### config.mk
export PLATFORM = sky130hd
export DESIGN_NAME = line_timing_gen
export DESIGN_NICKNAME = d
export VERILOG_FILES = /design/src/rtl/line_timing_gen.sv
export SDC_FILE = /design/constraint.sdc
export NUM_CORES = 1
export LEC_CHECK = 0
export ABC_AREA = 0
export CAP_MARGIN = 0
export CORE_ASPECT_RATIO = 0.75
export CORE_UTILIZATION = 50
export CTS_CLUSTER_SIZE = 16
export DETAILED_ROUTE_END_ITERATION = 6
export PLACE_DENSITY = 0.84
export RECOVER_POWER = 100
export REMOVE_ABC_BUFFERS = 1
export SLEW_MARGIN = 20
export SYNTH_ARGS = -nofsm -noshare
export SYNTH_HDL_FRONTEND = slang
export SYNTH_SLANG_ARGS = --single-unit
### constraint.sdc
create_clock -name clk -period 3.2 [get_ports clk]
set_clock_uncertainty 0.2 [all_clocks]
set_input_delay 0.64 -clock clk [delete_from_list [all_inputs] [get_ports clk]]
set_output_delay 0.64 -clock clk [all_outputs]
set_load 0.01 [all_outputs]
### src/rtl/line_timing_gen.sv
// Pixel/line timing generator feeding a 5-bit line counter.
// Each line runs through active pixels, horizontal blanking and one LINE_END
// cycle in which the counter's endFrame decides between another line and
// vertical blanking. All outputs decode registered state only.
//
//   state    | meaning
//   ---------+---------------------------------------------------------
//   IDLE     | stopped, line counter held clear
//   ACTIVE   | active pixels, pixX = hcount
//   HBLANK   | horizontal blanking, newLine on the last cycle
//   LINE_END | single cycle, endFrame sampled here
//   VBLANK   | vertical blanking, line counter held clear
module line_timing_gen #(
    parameter int H_ACTIVE = 32,
    parameter int H_BLANK  = 8,
    parameter int V_BLANK  = 16,
    parameter int PIX_W    = 6
) (
    input  logic             clk,
    input  logic             rst,
    input  logic             enb,
    input  logic             endFrame,
    output logic             newLine,
    output logic             lineCntEnb,
    output logic             pixValid,
    output logic [PIX_W-1:0] pixX,
    output logic             frameStart,
    output logic [7:0]       frameCnt,
    output logic             busy
);

    typedef enum logic [2:0] {
        S_IDLE     = 3'd0,
        S_ACTIVE   = 3'd1,
        S_HBLANK   = 3'd2,
        S_LINE_END = 3'd3,
        S_VBLANK   = 3'd4
    } state_t;

    localparam logic [PIX_W-1:0] HA_LAST = PIX_W'(H_ACTIVE - 1);
    localparam logic [PIX_W-1:0] HB_LAST = PIX_W'(H_BLANK - 1);
    localparam logic [PIX_W-1:0] VB_LAST = PIX_W'(V_BLANK - 1);
    localparam logic [PIX_W-1:0] ONE     = PIX_W'(1);

    state_t           state, next_state;
    logic [PIX_W-1:0] hcount, next_hcount;
    logic [7:0]       frame_cnt, next_frame_cnt;
    logic             first_line, next_first_line;

    // State, position, frame count and first-line flag registers.
    always_ff @(posedge clk or posedge rst) begin
        if (rst) begin
            state      <= S_IDLE;
            hcount     <= '0;
            frame_cnt  <= '0;
            first_line <= 1'b0;
        end else begin
            state      <= next_state;
            hcount     <= next_hcount;
            frame_cnt  <= next_frame_cnt;
            first_line <= next_first_line;
        end
    end

    // Next-state and counter update; a dropped enb aborts any line-phase state.
    always_comb begin
        next_state      = state;
        next_hcount     = hcount;
        next_frame_cnt  = frame_cnt;
        next_first_line = first_line;
        case (state)
            S_IDLE: begin
                next_hcount = '0;
                if (enb) begin
                    next_state      = S_ACTIVE;
                    next_first_line = 1'b1;
                end
            end
            S_ACTIVE: begin
                if (!enb) begin
                    next_state      = S_IDLE;
                    next_hcount     = '0;
                    next_first_line = 1'b0;
                end else if (hcount == HA_LAST) begin
                    next_state      = S_HBLANK;
                    next_hcount     = '0;
                    next_first_line = 1'b0;
                end else begin
                    next_hcount = hcount + ONE;
                end
            end
            S_HBLANK: begin
                if (!enb) begin
                    next_state  = S_IDLE;
                    next_hcount = '0;
                end else if (hcount == HB_LAST) begin
                    next_state  = S_LINE_END;
                    next_hcount = '0;
                end else begin
                    next_hcount = hcount + ONE;
                end
            end
            S_LINE_END: begin
                next_hcount = '0;
                if (!enb) begin
                    next_state = S_IDLE;
                end else if (endFrame) begin
                    next_state     = S_VBLANK;
                    next_frame_cnt = frame_cnt + 8'd1;
                end else begin
                    next_state = S_ACTIVE;
                end
            end
            S_VBLANK: begin
                if (hcount == VB_LAST) begin
                    next_hcount = '0;
                    if (enb) begin
                        next_state      = S_ACTIVE;
                        next_first_line = 1'b1;
                    end else begin
                        next_state = S_IDLE;
                    end
                end else begin
                    next_hcount = hcount + ONE;
                end
            end
            default: begin
                next_state      = S_IDLE;
                next_hcount     = '0;
                next_first_line = 1'b0;
            end
        endcase
    end

    // Moore output decode of the registered state and hcount.
    always_comb begin
        newLine    = 1'b0;
        lineCntEnb = 1'b0;
        pixValid   = 1'b0;
        pixX       = '0;
        frameStart = 1'b0;
        busy       = (state != S_IDLE);
        case (state)
            S_ACTIVE: begin
                pixValid   = 1'b1;
                pixX       = hcount;
                lineCntEnb = 1'b1;
                frameStart = first_line && (hcount == '0);
            end
            S_HBLANK: begin
                lineCntEnb = 1'b1;
                newLine    = (hcount == HB_LAST);
            end
            S_LINE_END: begin
                lineCntEnb = 1'b1;
            end
            default: begin
            end
        endcase
    end

    assign frameCnt = frame_cnt;

endmodule

==> metrics.yaml, run 1 <==
status: "completed"
fmax_mhz: 340.6
num_rows: 14
synth_area_um2: 1076
grt_pass1_vias: 830
finalMaxSlewViolations: 0
slowest_stage: "dlygate4sd3_1"
vias: 888
cts_buffers: 3
clockBufferDepth: 2
synth_cell_types: 41
path_buf_inv: 1
seqPwrFrac: 0.572
clockRootBuffer: "clkbuf_4"
start_util: 0.5342
synth_cells: 106
grt_max_degree: 19
area_growth_syn_to_layout_pct: 21.40
finalHoldViolations: 0
fillers: 173
ys_async_sr_fraction: 1.000
clk_pin_slew_worst_paths_ns: 0.09
crit_chain: "ha_1 > nand4bb_1 > nand2b_1 > nor3_1 > dlygate4sd3_1"
endpoint_kind: "output port"
powerDensity_nw_per_um2: 328.6
ys_top_cells_by_area: "dfrtp_1 42%, xnor2_1 4.1%, xor2_1 4.1%"
first_pass_iters: 4
tns_ns: 0
hpwl_um: 1726
ant_nets: 0
grt_pass1_wl_um: 3864
peakVddDrop_uv: 252.7
clkLatencyLatePin_ns: 0.30
tritoncts: "done"
dpl.cell_count: 150
required_ns: 2.36
stdcell_count: 153
drt-total-wl_um: 2278
post-cts-setup-buffers: 0
clockPowerShare: 0.260
die-width_um: 55.57
period_minus_slack_ns: 2.936
die_area_um2: 2343
p_comb_frac: 0.168
startpoint_type: "flip-flop"
max_slew_margin: 0.5501
p_leak_nw: 0.5967
h-tree-depth: 1
netSwitchingPower_uw: 116.5
yosys_warnings: 0
synth.avg_cell_area_um2: 10.15
track_usage: 0.2154
gp_congestion: 0.8711
nets: 138
io_buffers: 22
viasPerCell: 5.804
period_share: 0.9175
synth-seq-cells: 18
fp.dieH_um: 42.18
synth_flop_cell: "dfrtp_1"
crit_type: "reg2out"
rsz0062_at_grt: "no"
drc_errors: 0
critPathMaxStageDelay_ns: 0.63
seq_area_frac_synth: 0.4186
arrival_ns: 2.10
synth_edf_count: 0
synth_top_area_share: 0.4186
yosysTopAreaCell: "dfrtp_1"
grt.overflow.total: 0
clkSinkCount: 18
path_delay_family: "buffers and inverters"
worstMarginPinSlew_ns: 0.6740
antenna_cells: 0
ios: 23
drive_above_1_share: 0.07752
internal_power_uw: 312.7
hold_path.class: "reg2reg"
routedWlPerCell_um: 14.89
antenna_found_initial: 0
drt_iter0_markers: 41
setup_violations: 0
maxCapViolCount: 0
switching_share: 0.2715
path_max_fanout: 4
core_region_area_um2: 2014
layout make-up:
class,count,area (um2),area share
Timing Repair Buffer,23,227.7,0.1743
Multi-Input combinational cell,78,548.0,0.4195
Clock buffer,3,22.52,0.01724
Sequential cell,18,451.7,0.3458
Tap cell,24,30.03,0.02299
Inverter,7,26.28,0.02011
cells in the mapped netlist (2+ instances only):
| library cell | instances |
|---|---|
| and2_1 | 4 |
| inv_1 | 6 |
| dfrtp_1 | 18 |
| xor2_1 | 5 |
| o21ai_0 | 5 |
| ha_1 | 3 |
| a21oi_1 | 4 |
| nand2_1 | 6 |
| nor4_1 | 3 |
| nor3_1 | 4 |
| nand3_1 | 3 |
| nand4_1 | 3 |
| nor2b_1 | 2 |
| nor2_1 | 7 |
| nand2b_1 | 3 |
| xnor2_1 | 5 |
worst paths after layout:
path	from	to	slack [ns]	cells past startpoint
setup / recovery	hcount[0]$_DFF_PP0_	newLine	0.26	5
hold / removal	frameCnt[7]$_DFFE_PP0P_	frameCnt[7]$_DFFE_PP0P_	0.27	1
setup reg to reg	state[2]$_DFFE_PP0P_	frameCnt[6]$_DFFE_PP0P_	1.28	5
min in group asynchronous	rst	frameCnt[1]$_DFFE_PP0P_	0.67	2
hold reg to reg	frameCnt[7]$_DFFE_PP0P_	frameCnt[7]$_DFFE_PP0P_	0.27	1
max in group asynchronous	rst	state[0]$_DFFE_PP0P_	1.66	2
registers in the layout, summed over array words and instances (netlist names):
register / count
hcount: 6
state: 3
frameCnt: 8
first_line: 1
what timing repair did:
| action | in CTS | in global routing |
|---|---|---|
| hold buffers | 0 | 0 |
| gates resized for setup | 0 | 1 |
| endpoints found under the setup margin | 0 | 1 |
stage by stage:
stage	area [um2]	utilization	power, mW	setup slack (ns)	hold slack [ns]
floorplan	1054	-	0.2923	0.9430	0.2546
global placement	1311	0.6509	0.3260	0.5792	0.2603
detailed placement	1311	0.6509	0.3284	0.4870	0.2650
CTS	1334	0.6621	0.4414	0.1573	0.2796
global route	1306	0.6484	0.4498	0.1167	0.2907
finish	1306	0.6484	0.4292	0.2639	0.2685
power by group through the flow:
stage | registers [mW] | logic, mW | clock network (mW)
global route | 0.247 | 0.0788 | 0.124
detailed placement | 0.251 | 0.0773 | 0
finish | 0.246 | 0.0722 | 0.111
CTS | 0.246 | 0.0779 | 0.117
floorplan | 0.248 | 0.0442 | 0
global placement | 0.250 | 0.0759 | 0
cell usage in the layout (no fill, tap or decap), types with 5 or more instances in the layout:
cell / count
dlygate4sd3_1: 16
nand2_1: 6
o21ai_0: 5
nor2_1: 7
nor3_1: 5
xnor2_1: 5
inv_1: 7
dfrtp_1: 17
clkdlybuf4s50_1: 6
xor2_1: 5
cells by family (layout without fill, tap and decap cells):
family,Yosys count,in the layout,share of synthesized area
AND/OR/NAND/NOR,45,45,0.2767
AO/OA/AOI/OAI,18,18,0.1233
buffers and inverters,10,33,0.04534
multiplexers,2,2,0.01977
adder cells (fa/ha/maj),3,3,0.03489
flip-flops,18,18,0.4186
XOR/XNOR,10,10,0.08139
metal layers:
| metal | global-route usage | up-vias | share of wire |
|---|---|---|---|
| met2 | 0.3181 | 32 | 0.45 |
| met3 | 0.06481 | 3 | 0.050 |
| met1 | 0.3140 | 422 | 0.49 |
| met5 | 0 | - | 0 |
| met4 | 0.04500 | 0 | 0.0066 |
| li1 | - | 431 | - |
No activity file was read; power rests on OpenSTA's default activity.
==> run 2: changes to the inputs <==
CORE_UTILIZATION = 45   (was 50)
PLACE_DENSITY = 0.8   (was 0.84)
clock period = 2.5 ns   (was 3.2 ns; I/O delays follow)
==> run 2 against run 1 <==
  * Non-clock buffer count grew 5
  * Clock power rose by 26%
  * Wire length rose by 3.3%
  * Highest routed layer unchanged
  * Sequential share of layout area fell by 0.62 points
  * Critical endpoint unchanged
  * First-iteration DRC count is 4.9% higher
  * Register-to-register slack got worse by 0.71 ns
  * Global-route usage fell by 1.6 points
  * Via count up 2.1%
  * Flip-flop and latch count did not move
  * Core utilization down 1.7 points
  * Final area increased by 2.4%
==> metrics.yaml, run 2 (same netlist as run 1, synthesis figures left out) <==
clockBufferDepth: 2
path_max_fanout: 4
maxCapViolCount: 0
area_growth_syn_to_layout_pct: 24.30
num_rows: 14
endpoint_kind: "output port"
cts_buffers: 3
holdPathStages: 1
fmax_mhz: 426.4
period_minus_slack_ns: 2.345
grt_pass1_vias: 793
holdWs_ns: 0.2775
hold_path.class: "reg2reg"
viasPerCell: 5.464
fin_ws_ns: 0.1549
track_usage: 0.1996
critPathMaxStageDelay_ns: 0.40
die_area_um2: 2593
met3_length_um: 151
max_slew_margin: 0.5563
finalHoldViolations: 0
maxUsedRoutingLayer: "met4"
core_region_area_um2: 2120
drt-total-wl_um: 2353
fp.dieH_um: 44.35
r2r_setup_slack_ns: 0.57
clkSinkCount: 18
mostFrequentLayoutCell: "dfrtp_1"
ant_nets: 0
worstMarginPinSlew_ns: 0.6648
io_buffers: 22
arrival_ns: 1.65
p_leak_nw: 0.6314
start_util: 0.5077
grt_max_degree: 19
slowest_stage: "dfrtp_1"
final_cell_mix: "15 x dfrtp_1, 11 x dlygate4sd3_1, 7 x nor2_1, 6 x inv_1, 6 x nand2_1"
vias: 907
peakVddDrop_uv: 269.8
h-tree-depth: 1
rsz0062_at_grt: "no"
status: "completed"
drc_errors: 0
required_ns: 1.80
gp_congestion: 0.8607
clk_pin_slew_worst_paths_ns: 0.10
drive_above_1_share: 0.1343
largest_reg_flops: 8
crit_chain: "ha_2 > nand4bb_1 > nand2b_1 > nor3_1 > dlygate4sd2_1"
die-width_um: 58.47
antenna_found_initial: 0
grt.overflow.total: 0
period_share: 0.9381
hp-start: "frameCnt[7]$_DFFE_PP0P_"
hpwl_um: 1772
preCtsSetupSlack_ns: 0.1560
p_total_uw: 553.4
tritoncts: "done"
wl_met2_um: 1053
r2r-end: "state[0]$_DFFE_PP0P_"
fillers: 181
finalCoreUtilization: 0.6311
clkLatencyLatePin_ns: 0.29
reg2reg_depth: 6
finalMaxSlewViolations: 0
wl_met1_um: 1127
powerDensity_nw_per_um2: 413.8
antenna_cells: 0
ios: 23
nets: 143
startpoint_type: "flip-flop"
hold_end: "frameCnt[7]$_DFFE_PP0P_"
crit_type: "reg2out"
clockRootBuffer: "clkbuf_4"
routedWlPerCell_um: 14.17
rr_startpoint: "hcount[0]$_DFF_PP0_"
grt_pass1_wl_um: 3726
first_pass_iters: 4
drt_iter0_markers: 43
tns_ns: 0
setup_violations: 0
[run 2: cell count changes in the layout (fill, tap and decap cells not counted), sizes merged]
cell | previous run | this run
dlygate4sd3 | 16 | 11
buf | 1 | 5
clkbuf | 3 | 7
clkdlybuf4s50 | 6 | 2
clkdlybuf4s25 | 0 | 2
dlygate4sd2 | 0 | 2
dlymetal6s2s | 0 | 2
[run 2: layout make-up]
class | count | area, um2 | area share
multi-input combinational | 78 | 549.3 | 0.4107
sequential | 18 | 454.2 | 0.3396
timing repair buffer | 28 | 245.2 | 0.1833
tap | 32 | 40.04 | 0.02993
inverter | 7 | 26.28 | 0.01964
clock buffer | 3 | 22.52 | 0.01684
[run 2: through the flow]
step	cells	cell area, um2
after floorplan	103	1054
after global placement	162	1351
after detailed placement	162	1351
after CTS	165	1376
after global routing	166	1338
final	166	1338
[run 2: how the worst max path moves through the flow]
stage / from / end / slack [ns]
3_5_place_dp: hcount[0]$_DFF_PP0_ / newLine / 0.16
2_1_floorplan: state[0]$_DFFE_PP0P_ / frameStart / 0.38
3_3_place_gp: hcount[0]$_DFF_PP0_ / newLine / 0.23
4_1_cts: hcount[3]$_DFF_PP0_ / pixX[3] / 0.02
5_1_grt: state[2]$_DFFE_PP0P_ / lineCntEnb / 0.03
6_report: hcount[0]$_DFF_PP0_ / newLine / 0.15
[run 2: worst max-delay path: cells and delay by family, from the launching register on]
family	cells	cell delay (ns)
AND/OR/NAND/NOR	3	0.44
adder cells (fa/ha/maj)	1	0.23
flip-flops	1	0.40
buffers and inverters	1	0.29
[run 2: power breakdown]
group | switching (mW) | leakage, nW | total (mW) | internal, mW
Sequential | 0.00746 | 0.241 | 0.307 | 0.300
Combinational | 0.0590 | 0.377 | 0.106 | 0.0473
Clock | 0.0838 | 0.0138 | 0.140 | 0.0560
Total | 0.150 | 0.631 | 0.553 | 0.403
[run 2: routing by layer]
metal / vias to the layer above / track usage
met2: 29 / 0.2828
met4: 0 / 0.07143
met1: 436 / 0.2932
met3: 2 / 0.05556
li1: 440 / -
met5: - / 0
[run 2: repair_timing]
action	4_1_cts	5_1_grt
hold buffers	0	0
cloned	0	0
gates resized for setup	5	9
endpoints found under the setup margin	6	7
pin swaps	0	0
buffers inserted	0	1
